**src/rtl/wide_add_seq_if.sv**
```systemverilog
// rtl/wide_add_seq_if.sv - operand/result handshake and external adder bus for wide_add_seq
//
// Purpose : bundles the request handshake, the chunk bus to the external
//           3-bit full adder, and the result handshake of wide_add_seq.
// Params  : WORDS - number of 3-bit chunks, operand width W = 3*WORDS.
// Signals : in_valid/in_ready, op_a/op_b/op_cin  - operand request
//           add_a/add_b/add_cin                   - chunk operands to the adder
//           add_sum/add_cout                      - adder results (add_cout[2] = chunk carry-out)
//           out_valid/out_ready, res_sum/res_cout - result handshake
//           res_ovf                               - only with WIDE_ADD_OVF_EN defined
// Modports: master - environment side (requester, consumer and adder)
//           slave  - wide_add_seq side

interface wide_add_seq_if #(
    parameter int WORDS = 4
);
    localparam int W = 3 * WORDS;

    logic         in_valid;
    logic         in_ready;
    logic [W-1:0] op_a;
    logic [W-1:0] op_b;
    logic         op_cin;
    logic [2:0]   add_a;
    logic [2:0]   add_b;
    logic         add_cin;
    logic [2:0]   add_sum;
    logic [2:0]   add_cout;
    logic         out_valid;
    logic         out_ready;
    logic [W-1:0] res_sum;
    logic         res_cout;
`ifdef WIDE_ADD_OVF_EN
    logic         res_ovf;
`endif

    modport master (
        output in_valid, op_a, op_b, op_cin, add_sum, add_cout, out_ready,
`ifdef WIDE_ADD_OVF_EN
        input  res_ovf,
`endif
        input  in_ready, add_a, add_b, add_cin, out_valid, res_sum, res_cout
    );

    modport slave (
        input  in_valid, op_a, op_b, op_cin, add_sum, add_cout, out_ready,
`ifdef WIDE_ADD_OVF_EN
        output res_ovf,
`endif
        output in_ready, add_a, add_b, add_cin, out_valid, res_sum, res_cout
    );
endinterface

```
**src/rtl/wide_add_seq.sv**
```systemverilog
// rtl/wide_add_seq.sv - sequential wide adder built on an external 3-bit full adder
//
// Purpose : adds two W-bit unsigned operands (W = 3*WORDS) plus a carry-in by
//           feeding one 3-bit chunk per cycle, LSB chunk first, through an
//           external 3-bit full adder. The result is presented WORDS edges
//           after the operands are accepted and held until consumed.
// Params  : WORDS - number of 3-bit chunks (default 4, W = 12).
// Ports   : clk   - clock, all state changes on the rising edge
//           rst_n - asynchronous active-low reset
//           bus   - wide_add_seq_if.slave: request handshake, adder bus,
//                   result handshake (see wide_add_seq_if.sv)
// Option  : WIDE_ADD_OVF_EN - adds res_ovf, the two's-complement overflow
//           (add_cout[2] ^ add_cout[1] of the last chunk), held with the result.

module wide_add_seq #(
    parameter int WORDS = 4
) (
    input  logic          clk,
    input  logic          rst_n,
    wide_add_seq_if.slave bus
);
    localparam int W  = 3 * WORDS;
    localparam int IW = (WORDS > 1) ? $clog2(WORDS) : 1;
    localparam logic [IW-1:0] LAST_IDX = IW'(WORDS - 1);

    typedef enum logic [1:0] {
        S_IDLE = 2'd0,
        S_RUN  = 2'd1,
        S_DONE = 2'd2
    } state_t;

    state_t        state_q;
    state_t        state_d;

    logic [W-1:0]  a_q;
    logic [W-1:0]  b_q;
    logic          carry_q;
    logic [IW-1:0] idx_q;
    logic [W-1:0]  res_sum_q;
    logic          res_cout_q;

    logic          in_ready_c;
    logic          out_valid_c;
    logic          run_c;
    logic          last_c;
    logic          accept_c;
    logic [2:0]    chunk_a_c;
    logic [2:0]    chunk_b_c;

    // ------------------------------------------------------------------
    // FSM state register
    // ------------------------------------------------------------------
    always_ff @(posedge clk or negedge rst_n) begin
        if (!rst_n) begin
            state_q <= S_IDLE;
        end else begin
            state_q <= state_d;
        end
    end

    // ------------------------------------------------------------------
    // FSM next state and handshake outputs
    // ------------------------------------------------------------------
    always_comb begin
        state_d     = state_q;
        in_ready_c  = 1'b0;
        out_valid_c = 1'b0;
        run_c       = 1'b0;
        last_c      = 1'b0;
        case (state_q)
            S_IDLE: begin
                in_ready_c = 1'b1;
                if (bus.in_valid) begin
                    state_d = S_RUN;
                end
            end
            S_RUN: begin
                run_c = 1'b1;
                if (idx_q == LAST_IDX) begin
                    last_c  = 1'b1;
                    state_d = S_DONE;
                end
            end
            S_DONE: begin
                out_valid_c = 1'b1;
                // Returning to IDLE here means in_ready only rises on the
                // following cycle, so a result is never swapped for a new
                // request on the same edge.
                if (bus.out_ready) begin
                    state_d = S_IDLE;
                end
            end
            default: begin
                state_d = S_IDLE;
            end
        endcase
    end

    assign accept_c = in_ready_c && bus.in_valid;

    // ------------------------------------------------------------------
    // Chunk select for the external adder
    // ------------------------------------------------------------------
    always_comb begin
        chunk_a_c = 3'd0;
        chunk_b_c = 3'd0;
        for (int i = 0; i < WORDS; i++) begin
            if (idx_q == IW'(i)) begin
                chunk_a_c = a_q[3*i +: 3];
                chunk_b_c = b_q[3*i +: 3];
            end
        end
    end

    // The adder bus is quiet outside RUN so the external adder never sees
    // stale operands.
    assign bus.add_a   = run_c ? chunk_a_c : 3'd0;
    assign bus.add_b   = run_c ? chunk_b_c : 3'd0;
    assign bus.add_cin = run_c ? carry_q   : 1'b0;

    // ------------------------------------------------------------------
    // Datapath: operand latch, ripple carry, result accumulation
    // ------------------------------------------------------------------
    always_ff @(posedge clk or negedge rst_n) begin
        if (!rst_n) begin
            a_q        <= '0;
            b_q        <= '0;
            carry_q    <= 1'b0;
            idx_q      <= '0;
            res_sum_q  <= '0;
            res_cout_q <= 1'b0;
        end else if (accept_c) begin
            a_q     <= bus.op_a;
            b_q     <= bus.op_b;
            carry_q <= bus.op_cin;
            idx_q   <= '0;
        end else if (run_c) begin
            for (int i = 0; i < WORDS; i++) begin
                if (idx_q == IW'(i)) begin
                    res_sum_q[3*i +: 3] <= bus.add_sum;
                end
            end
            carry_q <= bus.add_cout[2];
            if (last_c) begin
                res_cout_q <= bus.add_cout[2];
                // Park the index at 0 so it never counts past WORDS-1,
                // whether or not WORDS is a power of two.
                idx_q      <= '0;
            end else begin
                idx_q <= idx_q + 1'b1;
            end
        end
    end

    assign bus.in_ready  = in_ready_c;
    assign bus.out_valid = out_valid_c;
    assign bus.res_sum   = res_sum_q;
    assign bus.res_cout  = res_cout_q;

`ifdef WIDE_ADD_OVF_EN
    // ------------------------------------------------------------------
    // Signed overflow: carry into the MSB differs from carry out of it
    // ------------------------------------------------------------------
    logic res_ovf_q;

    always_ff @(posedge clk or negedge rst_n) begin
        if (!rst_n) begin
            res_ovf_q <= 1'b0;
        end else if (run_c && last_c) begin
            res_ovf_q <= bus.add_cout[2] ^ bus.add_cout[1];
        end
    end

    assign bus.res_ovf = res_ovf_q;
`else
    // Per-bit carries below the chunk carry-out only matter for overflow.
    logic unused_cout_bits;
    assign unused_cout_bits = ^bus.add_cout[1:0];
`endif

endmodule

```
**src/flat_wrapper.sv**
```systemverilog
// flat-port wrapper written by rule: the top's interface ports become plain ports
module wide_add_seq_flat 
#(
    parameter int WORDS = 4
)
  (clk, rst_n, bus_in_valid, bus_op_a, bus_op_b, bus_op_cin, bus_add_sum, bus_add_cout, bus_out_ready, bus_in_ready, bus_add_a, bus_add_b, bus_add_cin, bus_out_valid, bus_res_sum, bus_res_cout);
  wide_add_seq_if #(.WORDS(WORDS)) bus_i ();
  input  logic clk;
  input  logic rst_n;
  input wire logic [$bits(bus_i.in_valid)-1:0] bus_in_valid;
  input wire logic [$bits(bus_i.op_a)-1:0] bus_op_a;
  input wire logic [$bits(bus_i.op_b)-1:0] bus_op_b;
  input wire logic [$bits(bus_i.op_cin)-1:0] bus_op_cin;
  input wire logic [$bits(bus_i.add_sum)-1:0] bus_add_sum;
  input wire logic [$bits(bus_i.add_cout)-1:0] bus_add_cout;
  input wire logic [$bits(bus_i.out_ready)-1:0] bus_out_ready;
  output wire logic [$bits(bus_i.in_ready)-1:0] bus_in_ready;
  output wire logic [$bits(bus_i.add_a)-1:0] bus_add_a;
  output wire logic [$bits(bus_i.add_b)-1:0] bus_add_b;
  output wire logic [$bits(bus_i.add_cin)-1:0] bus_add_cin;
  output wire logic [$bits(bus_i.out_valid)-1:0] bus_out_valid;
  output wire logic [$bits(bus_i.res_sum)-1:0] bus_res_sum;
  output wire logic [$bits(bus_i.res_cout)-1:0] bus_res_cout;
  assign bus_i.in_valid = bus_in_valid;
  assign bus_i.op_a = bus_op_a;
  assign bus_i.op_b = bus_op_b;
  assign bus_i.op_cin = bus_op_cin;
  assign bus_i.add_sum = bus_add_sum;
  assign bus_i.add_cout = bus_add_cout;
  assign bus_i.out_ready = bus_out_ready;
  assign bus_in_ready = bus_i.in_ready;
  assign bus_add_a = bus_i.add_a;
  assign bus_add_b = bus_i.add_b;
  assign bus_add_cin = bus_i.add_cin;
  assign bus_out_valid = bus_i.out_valid;
  assign bus_res_sum = bus_i.res_sum;
  assign bus_res_cout = bus_i.res_cout;
  wide_add_seq #(.WORDS(WORDS)) u_core (.clk(clk), .rst_n(rst_n), .bus(bus_i));
endmodule
```
**config.mk**
```make
export PLATFORM = sky130hd
export DESIGN_NAME = wide_add_seq_flat
export DESIGN_NICKNAME = d
export VERILOG_FILES = /design/src/rtl/wide_add_seq_if.sv /design/src/rtl/wide_add_seq.sv /design/src/flat_wrapper.sv
export SDC_FILE = /design/constraint.sdc
export NUM_CORES = 1
export LEC_CHECK = 0
export CORE_ASPECT_RATIO = 1.1
export CORE_MARGIN = 3
export CORE_UTILIZATION = 38
export DETAILED_ROUTE_END_ITERATION = 6
export GPL_TIMING_DRIVEN = 0
export HOLD_SLACK_MARGIN = 0.03
export PLACE_DENSITY = 0.63
export SLEW_MARGIN = 5
export SYNTH_ARGS = -nofsm -noshare
export SYNTH_HDL_FRONTEND = slang
export SYNTH_SLANG_ARGS = --single-unit
```
**constraint.sdc**
```tcl
create_clock -name clk -period 1.8 [get_ports clk]
set_clock_uncertainty 0.15 [all_clocks]
set_input_delay 0.36 -clock clk [delete_from_list [all_inputs] [get_ports clk]]
set_output_delay 0.36 -clock clk [all_outputs]
set_load 0.03 [all_outputs]
```
# == Word level (Yosys, flattened, before mapping) ==
# Index checks and enable logic that the tools add are counted.
# word_totals
inputBits,35
out_inout_bits,22
elab_cells,55
reg_bits,42
# classes
muxes,25
bitwise_logic,1
reduce_logical,10
n_addsub,1
eq_ne,8
# op_table
operator,n
$mux W3,10
$reduce_and A3 Y1,6
$mux W2,6
$mux W1,8
$eq A2 B2 Y1 const B,3
$pmux W2 S3,1
$eq A2 B1 Y1 const B,2
$logic_not A2 Y1,2
$ne A2 B2 Y1 const B,2
$add A2 B1 Y2 const B,1
$ne A2 B1 Y1 const B,1
$reduce_bool A2 Y1,1
$logic_and A1 B1 Y1,1
$not A1 Y1,1

# == Logic depth before layout (Yosys ltp) ==
# depth
depth_word,6
ltp_mapped,6
ltp_nobuf,5

# == Least setup slack after synthesis ==
# OpenSTA, ideal clock, no wires.
# synth_timing
path_kind,register -> output
start,register u_core.idx_q[0]
end,output bus_add_a[0]
path_buffers,1
arrival_time_ps,2098
required_ps,1290
stages_incl_launch_ff,6
setup_slack_ps,-808
cell_sequence,dfrtp_1 ha_1 buf_2 nor2b_2 a221oi_1 o41ai_1
# synth_via
elab_chain_len,6
word_cells_on_any_way,9
classes_between,eq/ne (3); mux (5); reduce/logical (1)
# synth_lines
element,line_no,source
start: declaration,wide_add_seq.sv:38,logic [IW-1:0] idx_q;
start signal: assignment,wide_add_seq.sv:150,idx_q <= idx_q + 1'b1;
$logic_not A2 Y1,wide_add_seq.sv:108,if (idx_q == IW'(i)) begin
$mux W3 (3 in a row),wide_add_seq.sv:108,
$mux W3 (*),wide_add_seq.sv:108,
$mux W3 (*),wide_add_seq.sv:117,assign bus.add_a = run_c ? chunk_a_c : 3'd0;
end: declaration,flat_wrapper.sv:18,output wire logic [$bits(bus_i.add_a)-1:0] bus_add_a;
# Every way passes the cells marked *; elsewhere a longest branch is shown, timed or not.

# == Final worst setup path ==
# layout_timing
start,register u_core.idx_q[1]
end,output bus_add_b[0]
# layout_via
elab_chain_len,6
word_cells_on_any_way,9
classes_between,eq/ne (3); mux (5); reduce/logical (1)
# layout_lines
element,line_no,source
$logic_not A2 Y1,wide_add_seq.sv:108,
$mux W3 (3 in a row),wide_add_seq.sv:108,
$mux W3 (*),wide_add_seq.sv:108,
$mux W3 (*),wide_add_seq.sv:118,assign bus.add_b = run_c ? chunk_b_c : 3'd0;
end: declaration,flat_wrapper.sv:19,output wire logic [$bits(bus_i.add_b)-1:0] bus_add_b;
# Marks and branches as above.

==> results by group <==
Synthesis
  • Largest cells by area after synthesis: dfrtp_1, mux2_2, mux2_4, mux2_1, ha_1
  • Main synth FF type: dfrtp_1
  • Syn nets: about 180
  • EDFF count, synth: 0
  • Mapped Cells: 140
  • Synth Area per Inst: 14.0 sq um
  • Share of the synthesized area in the top cell type: a little over half
  • Asr flop ratio synth: 100%
  • Netlist cell types: 32
  • Synthesized flop and latch total: 42
  • Yosys Warn Count: 0
  • Post-synthesis sequential area ratio: a little over half
  • Area leader, netlist: dfrtp_1
  • Cell Area, Synth: 1950 sq um

STA
  • Final setup viols: 7
  • Fmax: about 440 MHz
  • Final min period: roughly 2.3 ns
  • Final period util: 128%
  • Slew @ Worst Pin: roughly 0.49 ns
  • RSZ-0062 raised after global routing: true
  • Pins over their slew limit: 0
  • Worst Setup Slack, final: -0.495 ns
  • Slew HR: roughly two thirds
  • TNS Setup: -2.86 ns
  • Final Hold Fails: 0

Worst setup path
  • Critical path type: register to output pin
  • CP max stage delay: between 0.4 and 0.5 ns
  • Critical Path Sink Type: output pin
  • Critical Path RT: around 1.3 ns
  • Worst-path maximum fanout: 5
  • Family with the most delay on the worst path: buffers and inverters
  • CP arrival: roughly 1.8 ns
  • WP buf/inv: 3
  • Critical Path Source Type: register
  • Worst-path cell chain: buf_4 > ha_4 > clkbuf_16 > o41ai_4 > buf_6
  • Critical path's slowest cell: dfrtp_2

Floorplanning
  • Io pins: 57
  • Die width: between 70 and 80 microns
  • Starting Density: slightly above 40%
  • Die area: ~6000 sq um
  • Rows: 26
  • Core area: roughly 4800 sq um
  • Height of the die: just over 80 microns

Power
  • Peak supply drop: just over 900 uV
  • Pwr/cell area: ~2000 nW/um^2
  • Final Power: 6280 uW
  • Lkg Pwr: around 0.0014 uW

GRT
  • All-Layer GR Usage: approximately 17%
  • First-pass GRT wire length: between 7000 and 8000 microns
  • Initial antenna violation count: 0
  • Vias in the first global route: between 1500 and 2000
  • Grt total ovfl: 0
  • Largest net degree at the start of global routing: 25

Finish
  • Antenna Cells: 0
  • # nets final: 261
  • Finished Core Util: between 60% and 70%
  • Synthesis-to-layout area growth: 62.8%
  • Ratio of cells with drive above 1 in the final layout: 50.0%

Detailed routing
  • Final antenna-violating net count: 0
  • DR vias: around 1400
  • DR vias/cell: 5.18
  • Detailed-route DRC error count: 0
  • First-pass detailed-route iteration total: 4
  • DR WL/cell: 17.6 microns
  • Final WL: 4900 microns
  • Initial detailed-routing violation count: 52

Flow run
  • Max Cap Viol: 0

Clocking
  • Root buf cell: clkbuf_8
  • CTS Buf Count: 5
  • CTS tree: built
  • # clock sinks: 42
  • CTS clk-pin slew, worst paths: approximately 0.070 ns
  • H-tree Lvls: 2
  • Skew-Pair Late Insertion Delay: slightly below 0.3 ns
  • Longest Clk Path Bufs: 2

Placed design
  • PortBufs: 54
  • RePlAce Congestion: between 0.7 and 0.8
  • Detailed Place HPWL: between 3000 and 4000 microns

Run status
  • Status: finished with violations
  • Failing checks: setup timing

Worst hold path
  • Type of the tightest min-delay check: register to register
-- layout make-up --
class	count	area [sq um]
multi-input cells	86	1080
repair buffers	77	763
fillers	352	1640
clock inverters	2	10.0
plain buffers	7	111
well taps	56	70.1
flip-flops and latches	42	1060
inverters	3	16.3
clock buffers	5	68.8
-- stage by stage --
step / instance area [sq um] / hold slack (ns) / std cells / setup WS [ns]
after detailed placement: 2730 / 0.196 / 251 / -0.832
after global routing: 3180 / 0.362 / 278 / -0.574
after global placement: 2710 / 0.319 / 250 / -0.827
after CTS: 3020 / 0.350 / 271 / -0.497
final: 3180 / 0.345 / 278 / -0.495
after floorplan: 2100 / -0.0856 / 140 / -0.203
-- synth_stat cells, types with 2 or more instances --
cell	instances
a221oi_1	5
mux2_4	10
o21ai_0	2
ha_1	4
mux2_1	10
buf_6	4
inv_1	3
o31ai_1	2
dfrtp_1	42
nand2_2	3
nand3_1	5
nand2_1	2
nand2b_1	2
o41ai_1	5
mux2_2	17
clkbuf_1	2
nor2b_2	2
nor2b_1	6
-- registers in the layout (all words and copies together), names as in the netlist --
register and cells:
u_core.a_q 12, u_core.b_q 12, u_core.bus.res_sum 12, u_core.idx_q 2, u_core.state_q 2, u_core.bus.res_cout 1, u_core.carry_q 1
-- power by group --
part	switching, uW	leakage, uW	internal, uW	total (uW)
Sequential	347	0.000490	1440	1790
Clock	304	0.0000438	260	564
Combinational	1840	0.000901	2090	3930
Total	2490	0.00143	3790	6280
-- layer usage --
layer,up-vias,global-route usage (%),wire (microns)
li1,672,-,-
met1,715,19.8,2020
met4,0,6.23,86
met3,11,6.06,250
met5,-,0,0
met2,43,27.6,2540
-- cells by family after synthesis --
| group | Yosys count | share of synthesized area, % |
|---|---|---|
| fa+ha+maj | 4 | 2.56 |
| compound gates | 18 | 7.43 |
| buf+inv | 12 | 4.16 |
| simple gates | 27 | 8.78 |
| flops | 42 | 53.8 |
| mux | 37 | 23.3 |
-- path summary, 6_finish.rpt --
kind	start	endpoint	slack [ns]	depth (start not counted)
min in group asynchronous	rst_n	u_core.a_q[3]	0.41	2
max in group asynchronous	rst_n	u_core.idx_q[0]	0.59	3
hold / removal	u_core.bus.res_sum[5]	u_core.bus.res_sum[5]	0.34	1
hold reg to reg	u_core.bus.res_sum[5]	u_core.bus.res_sum[5]	0.34	1
setup reg to reg	u_core.idx_q[1]	u_core.bus.res_sum[11]	0.03	6
setup / recovery	u_core.idx_q[1]	bus_add_b[0]	-0.50	5
-- repair_timing --
action | CTS | global route
gates resized for setup | 89 | 28
endpoints found under the setup margin | 22 | 16
hold buffers | 1 | 0
cloned | 2 | 1
pin swaps | 8 | 3
hold endpoints to repair | 18 | 0
setup buffers | 12 | 6
-- cell usage in the layout, fill, tap and decap left out, drive strengths merged, types with 2 or more instances in the layout --
cell type and instances:
o31ai 2, o21ai 2, nand3 5, mux2 37
nand2 6, inv 3, o41ai 5, ha 4
a221oi 5, clkdlybuf4s50 31, buf 33, nor3b 2
clkinv 2, clkbuf 11, nor2b 8, dfrtp 42
dlygate4sd2 13, nand2b 2
No activity file was read; power rests on OpenSTA's default activity.
